[src/rtl/if_id_skid_stage.sv]
// +--------------------------------------------------------------------------+
// | if_id_skid_stage                                                         |
// | IF/ID pipeline register with a 2-entry skid buffer and registered ready. |
// | Optional: IF_ID_PERF_CNT_EN adds saturating stall/flush counters.        |
// | Revision: 1.0                                                            |
// +--------------------------------------------------------------------------+
`default_nettype none

module if_id_skid_stage #(
   parameter int                   PC_W      = 32,
   parameter int                   INSTR_W   = 32,
   parameter int                   META_W    = 1,
   parameter logic [INSTR_W-1:0]   NOP_INSTR = INSTR_W'(32'h0000_0033)
`ifdef IF_ID_PERF_CNT_EN
   ,
   parameter int                   CNT_W     = 16
`endif
) (
   input  logic                 clk,
   input  logic                 rst,
   input  logic                 flush_i,
   input  logic                 in_valid_i,
   output logic                 in_ready_o,
   input  logic [PC_W-1:0]      in_pc_i,
   input  logic [INSTR_W-1:0]   in_instr_i,
   input  logic [META_W-1:0]    in_meta_i,
   output logic                 out_valid_o,
   input  logic                 out_ready_i,
   output logic [PC_W-1:0]      out_pc_o,
   output logic [INSTR_W-1:0]   out_instr_o,
   output logic [META_W-1:0]    out_meta_o
`ifdef IF_ID_PERF_CNT_EN
   ,
   output logic [CNT_W-1:0]     stall_cnt_o,
   output logic [CNT_W-1:0]     flush_cnt_o
`endif
);

   logic                 main_valid_q, main_valid_d;
   logic [PC_W-1:0]      main_pc_q,    main_pc_d;
   logic [INSTR_W-1:0]   main_instr_q, main_instr_d;
   logic [META_W-1:0]    main_meta_q,  main_meta_d;
   logic                 skid_valid_q, skid_valid_d;
   logic [PC_W-1:0]      skid_pc_q,    skid_pc_d;
   logic [INSTR_W-1:0]   skid_instr_q, skid_instr_d;
   logic [META_W-1:0]    skid_meta_q,  skid_meta_d;
   logic                 ready_q,      ready_d;
   logic                 in_xfer;
   logic                 out_xfer;

   assign in_ready_o  = ready_q & ~rst;
   assign in_xfer     = in_valid_i & in_ready_o;
   assign out_xfer    = main_valid_q & out_ready_i;

   assign out_valid_o = main_valid_q;
   assign out_pc_o    = main_pc_q;
   assign out_instr_o = main_instr_q;
   assign out_meta_o  = main_meta_q;

   // main_instr_q is reloaded with NOP whenever main goes empty so out_instr
   // stays a pure flop output; pc/meta deliberately keep their stale values.
   always_comb begin
      main_valid_d = main_valid_q;
      main_pc_d    = main_pc_q;
      main_instr_d = main_instr_q;
      main_meta_d  = main_meta_q;
      skid_valid_d = skid_valid_q;
      skid_pc_d    = skid_pc_q;
      skid_instr_d = skid_instr_q;
      skid_meta_d  = skid_meta_q;

      if (flush_i) begin
         main_valid_d = 1'b0;
         main_instr_d = NOP_INSTR;
         skid_valid_d = 1'b0;
      end else if (!main_valid_q || out_xfer) begin
         if (skid_valid_q) begin
            main_valid_d = 1'b1;
            main_pc_d    = skid_pc_q;
            main_instr_d = skid_instr_q;
            main_meta_d  = skid_meta_q;
            skid_valid_d = in_xfer;
            if (in_xfer) begin
               skid_pc_d    = in_pc_i;
               skid_instr_d = in_instr_i;
               skid_meta_d  = in_meta_i;
            end
         end else if (in_xfer) begin
            main_valid_d = 1'b1;
            main_pc_d    = in_pc_i;
            main_instr_d = in_instr_i;
            main_meta_d  = in_meta_i;
         end else begin
            main_valid_d = 1'b0;
            main_instr_d = NOP_INSTR;
         end
      end else if (in_xfer) begin
         skid_valid_d = 1'b1;
         skid_pc_d    = in_pc_i;
         skid_instr_d = in_instr_i;
         skid_meta_d  = in_meta_i;
      end

      ready_d = ~skid_valid_d;
   end

   always_ff @(posedge clk) begin
      if (rst) begin
         main_valid_q <= 1'b0;
         main_pc_q    <= '0;
         main_instr_q <= NOP_INSTR;
         main_meta_q  <= '0;
         skid_valid_q <= 1'b0;
         skid_pc_q    <= '0;
         skid_instr_q <= NOP_INSTR;
         skid_meta_q  <= '0;
         ready_q      <= 1'b1;
      end else begin
         main_valid_q <= main_valid_d;
         main_pc_q    <= main_pc_d;
         main_instr_q <= main_instr_d;
         main_meta_q  <= main_meta_d;
         skid_valid_q <= skid_valid_d;
         skid_pc_q    <= skid_pc_d;
         skid_instr_q <= skid_instr_d;
         skid_meta_q  <= skid_meta_d;
         ready_q      <= ready_d;
      end
   end

`ifdef IF_ID_PERF_CNT_EN
   logic [CNT_W-1:0] stall_cnt_q;
   logic [CNT_W-1:0] flush_cnt_q;

   assign stall_cnt_o = stall_cnt_q;
   assign flush_cnt_o = flush_cnt_q;

   always_ff @(posedge clk) begin
      if (rst) begin
         stall_cnt_q <= '0;
         flush_cnt_q <= '0;
      end else begin
         if (main_valid_q && !out_ready_i && (stall_cnt_q != '1))
            stall_cnt_q <= stall_cnt_q + CNT_W'(1);
         if (flush_i && (main_valid_q || skid_valid_q) && (flush_cnt_q != '1))
            flush_cnt_q <= flush_cnt_q + CNT_W'(1);
      end
   end
`endif

endmodule

`default_nettype wire

[config.mk]
export PLATFORM = sky130hd
export DESIGN_NAME = if_id_skid_stage
export DESIGN_NICKNAME = d
export VERILOG_FILES = /design/src/rtl/if_id_skid_stage.sv
export SDC_FILE = /design/constraint.sdc
export NUM_CORES = 1
export LEC_CHECK = 0
export BUFFER_PORTS_ARGS = -buffer_cell sky130_fd_sc_hd__buf_2
export CORE_ASPECT_RATIO = 0.5
export CORE_MARGIN = 2
export CORE_UTILIZATION = 45
export DETAILED_ROUTE_END_ITERATION = 8
export PLACE_DENSITY_LB_ADDON = 0.12
export SLEW_MARGIN = 15
export SYNTH_ARGS = -nofsm -noshare
export SYNTH_HDL_FRONTEND = slang
export SYNTH_SLANG_ARGS = --single-unit
[constraint.sdc]
create_clock -name clk -period 1.7 [get_ports clk]
set_input_delay 0.255 -clock clk [delete_from_list [all_inputs] [get_ports clk]]
set_output_delay 0.255 -clock clk [all_outputs]
set_load 0.02 [all_outputs]
==> reports/qor.txt <==
Status = finished, final reports clean
Final worst path period share = 92.5%
Syn_nets = 673
CP max FO = 37
Multi-input gate area = 0.00316 mm^2
Yosys reg bits = 133
Final WS setup = 0.127 ns
Initial Utilization = 46.3%
Most numerous cell in the Yosys netlist = dfxtp_1
Final Slew Violations = 0
DRC errors left = 0
Area contributors post-synth = dfxtp_1 (42%), mux2_2 (14%), mux2_4 (9.6%), nor2b_1 (6.3%), a2111oi_0 (4.6%)
Io pins = 137
Number of vias per cell = 5.11
Setup_tns = 0 ns
Commonest cells in the netlist = dfxtp_1 (133), mux2_2 (80), nor2b_1 (63)
Worst slew pin tran = 0.420 ns
# rows = 30
Number of nets in the layout = 787
Mapped Cells = 603
Filler instances = 1,242
Leakage power = 3.25 nW
Largest net degree at the start of global routing = 69
WL/cell = 16.0 um
First-pass GRT wire length = 24.2 mm
F_max = 0.636 GHz
Chip Width = 171 um
# port buffers = 136
Worst hold margin = 0.0728 ns
Reg area = 0.00267 mm^2
Max Cap Violations = 0
Tightest Hold Check Type = in2reg
Hold Vio Cnt, Final = 0
Post-CTS Hold Fix Bufs = 0
Starting DRT DRC Count = 273
Clk buf depth = 2
Slew margin rel. = 71.3%
GPL Wtd Cong = 0.722
Via count = 4,708
Die ar. = 0.0150 mm^2
Synth area leader = dfxtp_1
GRT Total Usage = 20.4%
Power Density = 947 mW/mm^2
Number of global-route vias before repair = 4,678
RSZ-0062 raised after global routing = no
HPWL after detailed placement = 8.89 mm
Critical path class = reg2reg
Clock-pin transition on the worst setup and hold timing paths = 0.06 ns
Startpoint types = flip-flop
CTS Buf Count = 17
Die Y = 87.6 um
Synth-to-Final Area Change = 22.9%
Drt pass-1 iters = 4
Yosys cell types = 26
GRT overflow = 0
Final setup viols = 0
Final min period = 1.57 ns
Yosys warns = 0
Clk sinks = 133
Async set-reset flop share out of synthesis = 0%
Post-synth EDFFs = 0
Syn Area/Cell = 10.4 um^2
Maximum vdd drop = 0.815 mV
H-Tree Depth = 4
Initial antenna violation count = 1
CTS Root Cell = clkbuf_16
Synth Flop Type = dfxtp_1
Clk_lat worst skew = 0.40 ns
Yosys top cell area share = 42.4%
WP data required = 1.97 ns
Layout cells sized above 1 = 42.1%
Sequential fraction of the synthesis area = 42.4%
Worst slack, placed = 0.0457 ns
Clock Skew = 0.00999 ns
CP endpoint kind = flip-flop
Routed Antenna Nets = 0
Total power = 7.31 mW
Post-Route WL = 14.8 mm
Post-Syn Area = 0.00629 mm^2
Worst Path Arrival = 1.84 ns
CTS tree = done
Core area = 0.0136 mm^2
metal layers:
layer  GRT usage, %  share of wire, %
met1           27.5                50
met2           33.4                46
met3           5.24               4.2
met4           4.85              0.43
met5              0                 0
final cells by class:
cell class                 count  share of cell area (%)
antenna                        1                  0.0324
clock inverter                10                    1.38
multi-input combinational    370                    40.9
clock buffer                  21                    5.83
sequential                   133                    34.5
inverter                      39                    1.90
tap                          192                    3.11
timing repair buffer         156                    12.3
power by group:
part | internal [mW] | switching, mW | leakage, nW
Sequential | 3.18 | 0.0315 | 1.08
Clock | 2.18 | 1.33 | 0.273
Combinational | 0.252 | 0.336 | 1.90
Total | 5.61 | 1.70 | 3.25
timing repair:
| item | CTS | global route |
|---|---|---|
| resized for setup | 0 | 4 |
| buffers inserted | 0 | 1 |
| endpoints found under the setup margin | 0 | 40 |
| hold endpoints to repair | 0 | 0 |
registers in the layout, indices dropped and copies added, names as in the netlist:
name          flops
out_instr_o      32
out_pc_o         32
skid_instr_q     32
skid_pc_q        32
out_meta_o        1
out_valid_o       1
ready_q           1
skid_meta_q       1
skid_valid_q      1
cell families (layout without fill, tap and decap cells):
family / Yosys count / count (layout) / synth area share, %
multiplexers: 130 / 130 / 25.6
adder cells (fa/ha/maj): 1 / 1 / 0.159
AO/OA/AOI/OAI: 133 / 133 / 15.2
flip-flops: 133 / 133 / 42.4
buffers and inverters: 100 / 226 / 7.54
AND/OR/NAND/NOR: 106 / 106 / 9.10
other: 0 / 1 / 0
placed cells by master (no fill, tap or decap):
cell          n
a2111oi_0    30
a2111oi_1     3
a211oi_1     37
a21oi_1      28
a31oi_1       1
and2_1        1
and3b_1       1
buf_12        9
buf_2       135
buf_4        11
buf_6         1
bufinv_16     2
clkbuf_1      3
clkbuf_16    17
clkbuf_8      1
clkinv_2      5
clkinvlp_4    2
dfxtp_1     132
dfxtp_4       1
diode_2       1
inv_1        39
inv_4         1
maj3_1        1
mux2_1        6
mux2_2       80
mux2_4       40
mux2i_1       4
nand2_1      29
nand2b_1      1
nand3b_1      1
nor2_1        9
nor2b_1      62
nor2b_4       1
o211ai_1     30
o21ai_0       4
or2_2         1
critical path: stages (launching register included):
cell,delay (ns)
dfxtp_4,0.36
buf_12,0.22
mux2_2,0.36
a2111oi_0,0.39
a211oi_1,0.09
worst paths after layout:
path	start	to	slack, ns	cells after the start
worst max-delay path	skid_valid_q	out_pc_o[24]	0.13	4
worst min-delay path	in_instr_i[28]	skid_instr_q[28]	0.07	2
worst max register to register	skid_valid_q	out_pc_o[24]	0.13	4
worst min register to register	out_instr_o[18]	out_instr_o[18]	0.45	2
through the flow:
stage,instances,cell area [um^2],util [%]
floorplan,603,6290,-
global placement,889,7150,52.6
detailed placement,889,7150,52.6
CTS,920,7700,56.7
global route,921,7720,56.8
finish,922,7720,56.8
(Power assumes the default switching activity.)
